===== src/rtl/alu_issue_stage_if.sv =====
// Handshake and operand bundle between the ALU issue stage and its neighbours.
// The stage uses the slave view; the master view drives instructions and consumes operands.
interface alu_issue_stage_if;
    logic               flush;
    logic               in_valid;
    logic               in_ready;
    logic [31:0]        instr;
    logic [31:0]        rs_data;
    logic [31:0]        rt_data;
    logic               fwd_valid;
    logic [4:0]         fwd_rd;
    logic [31:0]        fwd_data;
    logic               out_valid;
    logic               out_ready;
    logic signed [31:0] input1;
    logic signed [31:0] input2;
    logic [3:0]         aluControlOut;
    logic [4:0]         shumt;
    logic [4:0]         out_rd;
    logic               out_illegal;

    modport master (
        output flush, in_valid, instr, rs_data, rt_data,
        output fwd_valid, fwd_rd, fwd_data, out_ready,
        input  in_ready, out_valid, input1, input2, aluControlOut,
        input  shumt, out_rd, out_illegal
    );

    modport slave (
        input  flush, in_valid, instr, rs_data, rt_data,
        input  fwd_valid, fwd_rd, fwd_data, out_ready,
        output in_ready, out_valid, input1, input2, aluControlOut,
        output shumt, out_rd, out_illegal
    );
endinterface


===== src/rtl/alu_issue_stage.sv =====
// MIPS decode/issue stage: decodes one instruction per cycle into ALU operands and
// holds up to two entries in a skid FIFO whose register operands track forwarded results.
module alu_issue_stage #(
    parameter int unsigned DEPTH = 2
) (
    input logic              clk,
    input logic              reset_n,
    alu_issue_stage_if.slave bus
);

    typedef enum logic [3:0] {
        OP_ADD = 4'd0,
        OP_SUB = 4'd1,
        OP_AND = 4'd2,
        OP_OR  = 4'd3,
        OP_SLL = 4'd4,
        OP_SRL = 4'd5,
        OP_SRA = 4'd6,
        OP_SGT = 4'd7,
        OP_SLT = 4'd8
    } alu_op_e;

    typedef struct packed {
        alu_op_e     op;
        logic        a_reg;
        logic [4:0]  a_idx;
        logic [31:0] a_val;
        logic        b_reg;
        logic [4:0]  b_idx;
        logic [31:0] b_val;
        logic [4:0]  shumt;
        logic [4:0]  rd;
        logic        illegal;
    } entry_t;

    localparam logic [1:0] FULL = 2'(DEPTH);

    entry_t     mem_q [DEPTH];
    entry_t     mem_d [DEPTH];
    entry_t     hold_q, hold_d;
    logic [1:0] count_q, count_d;
    logic       rd_ptr_q, rd_ptr_d;
    logic       wr_ptr_q, wr_ptr_d;

    entry_t     dec, cap, head, shown;
    logic       illegal, shift, push, pop;
    logic [5:0] opcode, funct;
    logic [4:0] rs_idx, rt_idx;

    // Index 0 always reads zero; forwarding needs idx != 0, so fwd_rd == 0 never matches.
    function automatic logic [31:0] resolve(input logic is_reg, input logic [4:0] idx,
                                            input logic [31:0] val, input logic fv,
                                            input logic [4:0] frd, input logic [31:0] fdata);
        if (!is_reg)
            return val;
        if (idx == 5'd0)
            return '0;
        if (fv && (frd == idx))
            return fdata;
        return val;
    endfunction

    function automatic entry_t patch(input entry_t e, input logic fv,
                                     input logic [4:0] frd, input logic [31:0] fdata);
        entry_t r;
        r       = e;
        r.a_val = resolve(e.a_reg, e.a_idx, e.a_val, fv, frd, fdata);
        r.b_val = resolve(e.b_reg, e.b_idx, e.b_val, fv, frd, fdata);
        return r;
    endfunction

    assign opcode = bus.instr[31:26];
    assign funct  = bus.instr[5:0];
    assign rs_idx = bus.instr[25:21];
    assign rt_idx = bus.instr[20:16];

    always_comb begin
        dec     = '0;
        illegal = 1'b0;
        shift   = 1'b0;
        case (opcode)
            6'h00: begin
                dec.a_reg = 1'b1;
                dec.a_idx = rs_idx;
                dec.a_val = bus.rs_data;
                dec.b_reg = 1'b1;
                dec.b_idx = rt_idx;
                dec.b_val = bus.rt_data;
                dec.rd    = bus.instr[15:11];
                case (funct)
                    6'h20, 6'h21: dec.op = OP_ADD;
                    6'h22, 6'h23: dec.op = OP_SUB;
                    6'h24:        dec.op = OP_AND;
                    6'h25:        dec.op = OP_OR;
                    6'h2A:        dec.op = OP_SLT;
                    6'h00: begin dec.op = OP_SLL; shift = 1'b1; end
                    6'h02: begin dec.op = OP_SRL; shift = 1'b1; end
                    6'h03: begin dec.op = OP_SRA; shift = 1'b1; end
                    default:      illegal = 1'b1;
                endcase
                // Shifts take rt as operand A and carry no register operand B.
                if (shift) begin
                    dec.a_idx = rt_idx;
                    dec.a_val = bus.rt_data;
                    dec.b_reg = 1'b0;
                    dec.b_idx = '0;
                    dec.b_val = '0;
                    dec.shumt = bus.instr[10:6];
                end
            end
            6'h04: begin
                dec.op    = OP_SUB;
                dec.a_reg = 1'b1;
                dec.a_idx = rs_idx;
                dec.a_val = bus.rs_data;
                dec.b_reg = 1'b1;
                dec.b_idx = rt_idx;
                dec.b_val = bus.rt_data;
            end
            6'h08, 6'h0A, 6'h0C, 6'h0D, 6'h23, 6'h2B: begin
                dec.a_reg = 1'b1;
                dec.a_idx = rs_idx;
                dec.a_val = bus.rs_data;
                dec.rd    = rt_idx;
                dec.b_val = {{16{bus.instr[15]}}, bus.instr[15:0]};
                case (opcode)
                    6'h0A: dec.op = OP_SLT;
                    6'h0C: begin dec.op = OP_AND; dec.b_val = {16'h0000, bus.instr[15:0]}; end
                    6'h0D: begin dec.op = OP_OR;  dec.b_val = {16'h0000, bus.instr[15:0]}; end
                    6'h2B: dec.rd = '0;
                    default: dec.op = OP_ADD;
                endcase
            end
            default: illegal = 1'b1;
        endcase
        if (illegal) begin
            dec         = '0;
            dec.illegal = 1'b1;
        end
    end

    assign cap  = patch(dec, bus.fwd_valid, bus.fwd_rd, bus.fwd_data);
    assign head = mem_q[rd_ptr_q];

    assign bus.in_ready  = (count_q < FULL);
    assign bus.out_valid = (count_q != 2'd0);
    assign push          = bus.in_valid && bus.in_ready;
    assign pop           = bus.out_valid && bus.out_ready;

    // Once empty, outputs show the last head seen rather than whatever stale slot rd_ptr lands on.
    assign shown             = bus.out_valid ? head : hold_q;
    assign bus.input1        = shown.a_val;
    assign bus.input2        = shown.b_val;
    assign bus.aluControlOut = shown.op;
    assign bus.shumt         = shown.shumt;
    assign bus.out_rd        = shown.rd;
    assign bus.out_illegal   = shown.illegal;

    always_comb begin
        mem_d    = mem_q;
        hold_d   = hold_q;
        count_d  = count_q;
        rd_ptr_d = rd_ptr_q;
        wr_ptr_d = wr_ptr_q;
        if (bus.out_valid)
            hold_d = head;
        if (bus.flush) begin
            count_d  = '0;
            rd_ptr_d = 1'b0;
            wr_ptr_d = 1'b0;
        end else begin
            mem_d[0] = patch(mem_q[0], bus.fwd_valid, bus.fwd_rd, bus.fwd_data);
            mem_d[1] = patch(mem_q[1], bus.fwd_valid, bus.fwd_rd, bus.fwd_data);
            if (push) begin
                mem_d[wr_ptr_q] = cap;
                wr_ptr_d        = ~wr_ptr_q;
            end
            if (pop)
                rd_ptr_d = ~rd_ptr_q;
            case ({push, pop})
                2'b10:   count_d = count_q + 2'd1;
                2'b01:   count_d = count_q - 2'd1;
                default: count_d = count_q;
            endcase
        end
    end

    always_ff @(posedge clk or negedge reset_n) begin
        if (!reset_n) begin
            mem_q    <= '{default: '0};
            hold_q   <= '0;
            count_q  <= '0;
            rd_ptr_q <= 1'b0;
            wr_ptr_q <= 1'b0;
        end else begin
            mem_q    <= mem_d;
            hold_q   <= hold_d;
            count_q  <= count_d;
            rd_ptr_q <= rd_ptr_d;
            wr_ptr_q <= wr_ptr_d;
        end
    end

endmodule

===== src/flat_wrapper.sv =====
// flat-port wrapper written by rule: the top's interface ports become plain ports
module alu_issue_stage_flat 
#(
    parameter int unsigned DEPTH = 2
)
  (clk, reset_n, bus_flush, bus_in_valid, bus_instr, bus_rs_data, bus_rt_data, bus_fwd_valid, bus_fwd_rd, bus_fwd_data, bus_out_ready, bus_in_ready, bus_out_valid, bus_input1, bus_input2, bus_aluControlOut, bus_shumt, bus_out_rd, bus_out_illegal);
  alu_issue_stage_if bus_i ();
  input logic clk;
  input logic reset_n;
  input wire logic [$bits(bus_i.flush)-1:0] bus_flush;
  input wire logic [$bits(bus_i.in_valid)-1:0] bus_in_valid;
  input wire logic [$bits(bus_i.instr)-1:0] bus_instr;
  input wire logic [$bits(bus_i.rs_data)-1:0] bus_rs_data;
  input wire logic [$bits(bus_i.rt_data)-1:0] bus_rt_data;
  input wire logic [$bits(bus_i.fwd_valid)-1:0] bus_fwd_valid;
  input wire logic [$bits(bus_i.fwd_rd)-1:0] bus_fwd_rd;
  input wire logic [$bits(bus_i.fwd_data)-1:0] bus_fwd_data;
  input wire logic [$bits(bus_i.out_ready)-1:0] bus_out_ready;
  output wire logic [$bits(bus_i.in_ready)-1:0] bus_in_ready;
  output wire logic [$bits(bus_i.out_valid)-1:0] bus_out_valid;
  output wire logic [$bits(bus_i.input1)-1:0] bus_input1;
  output wire logic [$bits(bus_i.input2)-1:0] bus_input2;
  output wire logic [$bits(bus_i.aluControlOut)-1:0] bus_aluControlOut;
  output wire logic [$bits(bus_i.shumt)-1:0] bus_shumt;
  output wire logic [$bits(bus_i.out_rd)-1:0] bus_out_rd;
  output wire logic [$bits(bus_i.out_illegal)-1:0] bus_out_illegal;
  assign bus_i.flush = bus_flush;
  assign bus_i.in_valid = bus_in_valid;
  assign bus_i.instr = bus_instr;
  assign bus_i.rs_data = bus_rs_data;
  assign bus_i.rt_data = bus_rt_data;
  assign bus_i.fwd_valid = bus_fwd_valid;
  assign bus_i.fwd_rd = bus_fwd_rd;
  assign bus_i.fwd_data = bus_fwd_data;
  assign bus_i.out_ready = bus_out_ready;
  assign bus_in_ready = bus_i.in_ready;
  assign bus_out_valid = bus_i.out_valid;
  assign bus_input1 = bus_i.input1;
  assign bus_input2 = bus_i.input2;
  assign bus_aluControlOut = bus_i.aluControlOut;
  assign bus_shumt = bus_i.shumt;
  assign bus_out_rd = bus_i.out_rd;
  assign bus_out_illegal = bus_i.out_illegal;
  alu_issue_stage #(.DEPTH(DEPTH)) u_core (.clk(clk), .reset_n(reset_n), .bus(bus_i));
endmodule

===== config.mk =====
export PLATFORM = sky130hd
export DESIGN_NAME = alu_issue_stage_flat
export DESIGN_NICKNAME = d
export VERILOG_FILES = /design/src/rtl/alu_issue_stage_if.sv /design/src/rtl/alu_issue_stage.sv /design/src/flat_wrapper.sv
export SDC_FILE = /design/constraint.sdc
export NUM_CORES = 1
export LEC_CHECK = 0
export CAP_MARGIN = 0
export CELL_PAD_IN_SITES_DETAIL_PLACEMENT = 0
export CELL_PAD_IN_SITES_GLOBAL_PLACEMENT = 1
export CORE_MARGIN = 10
export CORE_UTILIZATION = 42
export DETAILED_ROUTE_END_ITERATION = 12
export MAX_ROUTING_LAYER = met4
export PLACE_DENSITY_LB_ADDON = 0.1
export SLEW_MARGIN = 10
export SYNTH_ARGS = -nofsm -noshare
export SYNTH_HDL_FRONTEND = slang
export SYNTH_SLANG_ARGS = --single-unit
export TNS_END_PERCENT = 100

===== constraint.sdc =====
create_clock -name clk -period 3.3 [get_ports clk]
set_input_delay 0.33 -clock clk [delete_from_list [all_inputs] [get_ports clk]]
set_output_delay 0.33 -clock clk [all_outputs]
set_load 0.01 [all_outputs]

# Word-level counts from Yosys, hierarchy flattened
# Index checks and enable logic that the tools add are counted.
op_classes:
  bitwise_logic: 5
  eq_ne: 24
  addsub: 2
  reduce_logical: 28
  n_mux: 115
  order_cmp: 4
ops:
  columns: ["op", "n"]
  rows:
  - ["two-way mux 32 bit", 41]
  - ["two-way mux 91 bit", 6]
  - ["bitwise mux 182 bit", 1]
  - ["two-way mux 172 bit", 1]
  - ["one-hot mux 42 bit (3 select lines)", 1]
  - ["one-hot mux 32 bit (3 select lines)", 1]
  - ["demux 91 bit (select 1 bit)", 1]
  - ["two-way mux 80 bit", 1]
  - ["equality test 6 bit (second input constant)", 9]
  - ["two-way mux 1 bit", 53]
  - ["equality test 5 bit", 6]
  - ["zero test 5 bit", 6]
  - ["one-hot mux 4 bit (7 select lines)", 1]
  - ["equality test 6 x 4 -> 1 bit (second input constant)", 4]
  - ["equality test 6 x 2 -> 1 bit (second input constant)", 2]
  - ["zero test 6 bit", 2]
  - ["one-hot mux 4 bit (3 select lines)", 1]
  - ["one-hot mux 6 bit (2 select lines)", 1]
  - ["two-way mux 5 bit", 2]
  - ["one-hot mux 5 bit (2 select lines)", 1]
  - ["OR reduction 10 bit", 1]
  - ["logical AND 1 bit", 9]
  - ["OR reduction 7 bit", 1]
  - ["equality test 6 x 3 -> 1 bit (second input constant)", 1]
  - ["other kinds (18)", 25]
word_totals:
  ff_bits: 277
  wordCells: 211

# Logic depth before layout (Yosys ltp)
# Gate-level depths: netlist of the first run.
depth:
  word_depth: 17
  depth_mapped: 12

# Least setup slack after synthesis of the first run
# Ideal clock, no wire load.
synth_path:
  path_type: "input to register"
  startpoint: "input port bus_instr[3]"
  endpoint: "register u_core.mem_q[49] in the netlist's numbering"
  t_required_ns: 3.174
  n_path_buf: 2
  slack_ns: 0.385
  path_stages: 10
  arrival_ns: 2.789
  setup_time_ns: 0.126
  path_cell_list: "or4_4 > o311ai_4 > nand2_4 > a311o_1 > and4bb_1 > o2111a_2 > nor2b_1 > buf_2 > buf_4 > a221o_1"
synth_via:
  elab_chain_cells: 17
  word_cells_on_any_way: 35
  classes_between: "eq/ne: 10; mux: 20; reduce/logical: 5"
synth_rtl:
  columns: ["item", "line", "text"]
  rows:
  - ["start: declaration", "flat_wrapper.sv:12", "input wire logic [$bits(bus_i.instr)-1:0] bus_instr;"]
  - ["equality test 6 x 2 -> 1 bit or zero test 6 bit (tied branches)", "alu_issue_stage.sv:90", "case (funct)"]
  - ["OR reduction 3 bit (no line)", null, null]
  - ["two-way mux 1 bit", "alu_issue_stage.sv:90", null]
  - ["two-way mux 1 bit", "alu_issue_stage.sv:81", "case (opcode)"]
  - ["two-way mux 80 bit", "alu_issue_stage.sv:102", "if (shift) begin"]
  - ["one-hot mux 42 bit (3 select lines)", "alu_issue_stage.sv:81", null]
  - ["two-way mux 91 bit (*)", "alu_issue_stage.sv:136", "if (illegal) begin"]
  - ["equality test 5 bit", "alu_issue_stage.sv:58", "if (fv && (frd == idx))"]
  - ["logical AND 1 bit", "alu_issue_stage.sv:58", null]
  - ["two-way mux 1 bit (2 in series)", "alu_issue_stage.sv:58", null]
  - ["two-way mux 1 bit", "alu_issue_stage.sv:56", "if (idx == 5'd0)"]
  - ["two-way mux 32 bit", "alu_issue_stage.sv:60", "return val;"]
  - ["two-way mux 32 bit", "alu_issue_stage.sv:58", null]
  - ["two-way mux 32 bit (*)", "alu_issue_stage.sv:56", null]
  - ["bitwise mux 182 bit (*)", "alu_issue_stage.sv:175", "mem_d[wr_ptr_q] = cap;"]
  - ["two-way mux 172 bit (*)", "alu_issue_stage.sv:174", "if (push) begin"]
  - ["end signal: assignment", "alu_issue_stage.sv:196", "mem_q <= mem_d;"]
  - ["end: declaration", "alu_issue_stage.sv:38", "entry_t mem_q [DEPTH];"]
# Every way passes the cells marked *; elsewhere a longest branch is shown, timed or not. The select of a mux whose other input is x is not followed.
# A chain may end at the register's enable or synchronous reset.

# Final worst setup path of the first run
layout_path:
  startpoint: "register u_core.count_q[0]"
  endpoint: "output port bus_input2[18]"
layout_via:
  elab_chain_cells: 2
layout_rtl:
  columns: ["item", "line", "text"]
  rows:
  - ["start: declaration", "alu_issue_stage.sv:41", "logic [1:0] count_q, count_d;"]
  - ["start signal: assignment", "alu_issue_stage.sv:198", "count_q <= count_d;"]
  - ["nonzero test 2 bit", "alu_issue_stage.sv:146", "assign bus.out_valid = (count_q != 2'd0);"]
  - ["two-way mux 91 bit", "alu_issue_stage.sv:151", "assign shown = bus.out_valid ? head : hold_q;"]
  - ["end: declaration", "flat_wrapper.sv:22", "output wire logic [$bits(bus_i.input2)-1:0] bus_input2;"]
# No other way between the ends.

==> flow_summary.toml, run 1 <==
[outcome]
status = "finished clean"

[sta]
grt_setup_unrepaired = "false"
skew_ns = 0.01091
setup_ws_ns = 0.1638
fin_crit_sh_pct = 95.04
setup_tns_ns = 0
finalHoldViolCount = 0
max_freq_mhz = 318.9
slew_violations = 0
min_period_ns = 3.136
maxSlewHeadroom_pct = 56.16
tightest_slew_ns = 0.6576
setup_violations = 0

[placed_design]
dp_hpwl_um = 34080
pre_cts_slack_ns = -0.3330
routabilityCongestion = 0.8853
place_inst = 2015
port_buffers = 219

[global_route]
grt_pass1_wl_um = 73770
antenna_found_initial = 1
grt_pass1_vias = 12060
gr-total-overflow = 0
grt_max_degree = 82
grt_usage_pct = 24.42

[logic_synthesis]
yosysTopAreaCellShare_pct = 48.86
synthAdderAreaFrac_pct = 0
ys_types = 62
synth_xor_xnor_area_share_pct = 1.742
yosysWarnings = 0
synth_seq_cells = 265
synth-simple-area-share_pct = 14.32
synth_top_cells_by_area = "dfrtp_1, mux2i_1, a21oi_1"
synth_edf_count = 0
synth-seq-area-share_pct = 48.86
syn-num-nets = 1551
synthCells = 1412
syn_area_per_cell_um2 = 9.613
muxShareOfSynthArea_pct = 7.301
synth_top_family_by_area = "compound AO/OA/AOI/OAI gates"
synth_compound_area_share_pct = 23.64
yosysTopAreaCell = "dfrtp_1"
ys_async_sr_fraction_pct = 100.0
synth.cell_area_mm2 = 0.01357
ys.flop_type = "dfrtp_1"

[setup_path]
crit_required_ns = 2.97
critPathMaxFanout = 17
critPathMaxStageDelay_ns = 0.64
cp-start-kind = "flop"
cp.arrival_ns = 2.81
endpoint_kind = "primary output"
worstPathCellList = "or2_2 -> a21oi_1 -> clkdlybuf4s50_1"
cp_slowest_cell = "clkdlybuf4s50_1"
critPathKind = "flop to primary output"

[power]
clkPwrFrac_pct = 35.9
p_int_w = 0.006360
p_per_area_mw_per_mm2 = 498.8
power_frac_seq_pct = 42.4
p_comb_share_pct = 21.8
p_sw_share_pct = 27.84
vdd_drop_max_uv = 394.3
power_w = 0.008814
switching_power_w = 0.002454
cellLeakagePower_nw = 7.361

[finish]
register_area_mm2 = 0.006635
fin_nets = 1786
area_growth_pct = 30.19
fin_cells = 2070
multiInputGateArea_mm2 = 0.006451
drive_above_1_share_pct = 10.62
nFillCells = 2852

[clock_tree]
clock_sinks = 265
htree_num_levels = 1
clockBufferDepth = 3
cts.clk_slew.worst_paths_ns = 0.06
post_cts_buffers = 0
cts_tree = "yes"
clk_latency_ns = 0.55
cts_root_buffer = "clkbuf_16"
cts_buffers = 29

[die]
die_y_um = 199.8
io_pins = 220
fp-row-count = 65
core_mm2 = 0.03172
die_area_mm2 = 0.03991
dieWidth_um = 199.8
initial_core_util_pct = 42.79

[route]
antenna_left = 0
drtIter0Drc = 1404
dr.pass1.iters = 7
viasPerCell = 5.869
route.detailed.drc = 0
detail_route.wl_per_cell_um = 23.69
vias = 12150
finalWirelength_um = 49040

[hold_path]
holdCritPathClass = "input port to flop"

[job]
cap_viol_max_count = 0
-- layout by cell type (no fill, tap or decap), drive strengths merged, types with 34 or more instances in the layout --
cell and count:
nand2 142, clkdlybuf4s50 217, o21ai 93, a21oi 183, dfrtp 265, nor2b 35, clkbuf 48, buf 94
nor2 155, mux2i 99, and2 34, a221o 65
-- registers in the layout, summed over array words and instances, names as in the netlist --
name	count
u_core.mem_q	182
u_core.hold_q	79
u_core.rd_ptr_q	1
u_core.count_q	2
u_core.wr_ptr_q	1
-- final cells by class --
cell class | instances | share of cell area [%]
timing repair buffer | 312 | 17.36
tap | 402 | 2.846
clock buffer | 48 | 4.964
clock inverter | 3 | 0.2478
antenna | 1 | 0.01416
sequential | 265 | 37.55
multi-input combinational | 1015 | 36.51
inverter | 24 | 0.5098
-- synthesized netlist by cell type, types with 5 or more instances --
cell      number
a21oi_1      183
a221o_1       65
a222oi_1      30
a22o_1        32
a22oi_1        8
and2_1        33
buf_1          8
buf_2          6
buf_6          5
clkbuf_1      87
dfrtp_1      265
inv_1         24
mux2i_1       99
nand2_1      141
nand2b_1       6
nor2_1       154
nor2b_1       35
nor3_1        11
o21ai_0       93
o221a_2       16
xnor2_1       19
xor2_1         8
-- metrics by stage --
stage / instance area (µm²) / utilization (%) / hold slack [ns]
floorplan: 13570 / - / 0.03441
finish: 17670 / 55.71 / 0.05756
detailed placement: 16720 / 52.72 / 0.3578
CTS: 17650 / 55.66 / 0.04630
global route: 17670 / 55.71 / 0.05491
global placement: 16720 / 52.72 / 0.3540
-- final timing paths --
path	cells past startpoint	endpoint	start	slack (ns)
max reg2reg	7	u_core.mem_q[115]$_DFFE_PN0N_	u_core.mem_q[135]$_DFFE_PN0P_	0.73
min	2	u_core.count_q[1]$_DFFE_PN0P_	bus_flush	0.06
max	3	bus_input2[18]	u_core.count_q[0]$_DFFE_PN0P_	0.16
min in group asynchronous	2	u_core.hold_q[59]$_DFF_PN0_	reset_n	0.36
min reg2reg	2	u_core.mem_q[99]$_DFFE_PN0P_	u_core.mem_q[99]$_DFFE_PN0P_	0.48
max in group asynchronous	3	u_core.hold_q[31]$_DFF_PN0_	reset_n	1.92
-- worst max-delay path: cells and delay by family, from the launching register on --
family	cells	cell delay [ns]
AOI/OAI and AO/OA	1	0.47
DFF	1	0.54
and+or+nand+nor	1	0.60
buffers and inverters	1	0.64
-- power by group through the flow --
stage / Combinational (W) / Sequential (W) / Clock [W]
floorplan: 0.000856 / 0.00375 / 0
global placement: 0.00190 / 0.00378 / 0
detailed placement: 0.00191 / 0.00379 / 0
CTS: 0.00193 / 0.00373 / 0.00323
global route: 0.00208 / 0.00377 / 0.00336
finish: 0.00192 / 0.00374 / 0.00316
-- routing by layer --
| layer | vias up | GRT usage (%) | wire length (µm) |
|---|---|---|---|
| li1 | 5619 | - | - |
| met1 | 5973 | 34.39 | 22290 |
| met2 | 496 | 36.43 | 22000 |
| met3 | 60 | 4.387 | 3893 |
| met4 | 0 | 4.515 | 850 |
| met5 | - | - | 0 |
-- kinds of logic (layout without fill, tap and decap cells) --
| logic type | after synthesis | count (layout) |
|---|---|---|
| AO/OA/AOI/OAI | 467 | 467 |
| AND/OR/NAND/NOR | 420 | 422 |
| flip-flops | 265 | 265 |
| buffers and inverters | 134 | 387 |
| multiplexers | 99 | 99 |
| XOR/XNOR | 27 | 27 |
| other | 0 | 1 |
-- timing repair --
action,in CTS,in global routing
hold buffers,1,0
endpoints found under the setup margin,0,29
hold endpoints to repair,78,0
resized for setup,0,1
(Power assumes the default switching activity.)
==> run 2: changes to the inputs <==
Settings changed: SKIP_LAST_GASP set to 1, TNS_END_PERCENT 100 to not set.
==> run 2 against run 1 <==
Compared with the run above:
- die area stayed put
- core utilization hardly changed
- sequential power hardly changed
- critical path type unchanged
- via count is 0.29% higher
- clock skew is 0.00056 ns higher
- power hardly changed
- critical endpoint is now bus_input2[0]
- fmax is 2.2% lower
- register-to-register slack better by 0.03 ns
==> flow_summary.toml, run 2 (same netlist as run 1, synthesis figures left out) <==
[global_route]
grt_pass1_wl_um = 73770
grt_pass1_vias = 12060
grt_usage_pct = 24.42
gr-total-overflow = 0
grt_max_degree = 82
antenna_found_initial = 1

[sta]
fin_crit_sh_pct = 97.13
max_freq_mhz = 312.0
grt_setup_unrepaired = "true"
tightest_slew_ns = 0.8427
maxSlewHeadroom_pct = 43.82
finalHoldViolCount = 0
whs_ns = 0.05758
slew_violations = 0
skew_ns = 0.01148
setup_violations = 0
min_period_ns = 3.205

[placed_design]
routabilityCongestion = 0.8853
dp_hpwl_um = 34080
port_buffers = 219

[finish]
layout_common_cells = "dfrtp_1, clkdlybuf4s50_1, a21oi_1"
register_area_mm2 = 0.006635
final_common_cell = "dfrtp_1"
drive_above_1_share_pct = 10.62
area_growth_pct = 30.17
multiInputGateArea_mm2 = 0.006449
post-route-util_pct = 55.70
reg_top3 = "u_core.mem_q x182, u_core.hold_q x79, u_core.count_q x2"
nFillCells = 2853
fin_nets = 1786
largest_register_ffs = 182
top_register = "u_core.mem_q"

[die]
dieWidth_um = 199.8
die_y_um = 199.8
fp-row-count = 65
core_mm2 = 0.03172
die_area_mm2 = 0.03991
io_pins = 220
initial_core_util_pct = 42.79

[route]
vias = 12180
finalWirelength_um = 49130
detail_route.wl_per_cell_um = 23.74
viasPerCell = 5.886
dr.pass1.iters = 6
route.detailed.drc = 0
drtIter0Drc = 1404
antenna_left = 0

[power]
vdd_drop_max_uv = 394.1
p_sw_share_pct = 27.86
p_per_area_mw_per_mm2 = 499.0
switching_power_w = 0.002456
cellLeakagePower_nw = 7.362
clkPwrFrac_pct = 35.9
power_w = 0.008816
power_frac_seq_pct = 42.4
p_comb_share_pct = 21.7
p_int_w = 0.006359

[hold_path]
holdCritPathClass = "input port to flop"

[setup_path]
worstPathCellList = "or2_2 -> a21oi_1 -> clkdlybuf4s50_1"
cp.arrival_ns = 2.88
crit_buf_inv = 1
critPathKind = "flop to primary output"
critPathTopFamily = "simple AND/OR/NAND/NOR gates"
critPathMaxFanout = 34
cp_slowest_cell = "or2_2"
critPathMaxStageDelay_ns = 0.70
cp-start-kind = "flop"
crit_required_ns = 2.97
endpoint_kind = "primary output"

[clock_tree]
clock_sinks = 265
htree_num_levels = 1
clockBufferDepth = 3
clk_latency_ns = 0.55
cts_buffers = 29
cts_tree = "yes"
cts_resized = 0
cts_root_buffer = "clkbuf_16"
post_cts_buffers = 0
cts.clk_slew.worst_paths_ns = 0.06

[outcome]
status = "finished clean"

[job]
cap_viol_max_count = 0
run 2: layout make-up:
class                           count  share of cell area, %
Clock buffer                       48                  4.964
Antenna cell                        1                0.01416
Inverter                           24                 0.5099
Clock inverter                      3                 0.2479
Sequential cell                   265                  37.55
Timing Repair Buffer              312                  17.36
Tap cell                          402                  2.847
Multi-Input combinational cell   1015                  36.50
run 2: worst register-to-register path, cell delays in order, from the launching register on:
cell	delay [ns]
dfrtp_1	0.41
or4_1	0.54
o21ai_0	0.32
o21ai_0	0.15
a21o_1	0.44
a222oi_1	0.39
o21ai_0	0.15
run 2: layer usage:
layer | wire (µm) | vias to the layer above | track usage, %
li1 | - | 5618 | -
met2 | 22030 | 505 | 36.43
met4 | 853 | 0 | 4.515
met5 | 0 | - | -
met3 | 3751 | 60 | 4.387
met1 | 22490 | 6000 | 34.39
run 2: power by group through the flow:
stage	sequential [W]	clock, W	combinational (W)
3_5_place_dp	0.00379	0	0.00191
4_1_cts	0.00373	0.00323	0.00193
3_3_place_gp	0.00378	0	0.00190
6_report	0.00374	0.00316	0.00192
2_1_floorplan	0.00375	0	0.000856
5_1_grt	0.00377	0.00336	0.00208
run 2: final timing paths:
kind / from / to / slack (ns) / depth (start not counted)
min in group asynchronous: reset_n / u_core.hold_q[59]$_DFF_PN0_ / 0.36 / 2
max reg2reg: u_core.mem_q[45]$_DFFE_PN0P_ / u_core.mem_q[11]$_DFFE_PN0N_ / 0.76 / 6
max in group asynchronous: reset_n / u_core.hold_q[31]$_DFF_PN0_ / 1.92 / 3
min reg2reg: u_core.mem_q[88]$_DFFE_PN0P_ / u_core.mem_q[88]$_DFFE_PN0P_ / 0.48 / 2
max: u_core.count_q[0]$_DFFE_PN0P_ / bus_input2[0] / 0.09 / 3
min: bus_flush / u_core.count_q[1]$_DFFE_PN0P_ / 0.06 / 2
run 2: repair_timing:
item / 4_1_cts / 5_1_grt
setup endpoints to repair: 0 / 29
hold endpoints to repair: 78 / 0
hold buffers: 1 / 0
run 2: metrics by stage:
step                      setup TNS, ns  setup WS [ns]  area, µm²  instances
after global routing                  0       0.001462      17670       2070
after CTS                             0        0.07290      17650       2067
after detailed placement         -19.05        -0.3330      16720       2015
after global placement           -16.80        -0.2902      16720       2015
final                                 0        0.09479      17670       2070
after floorplan                       0         0.3846      13570       1412
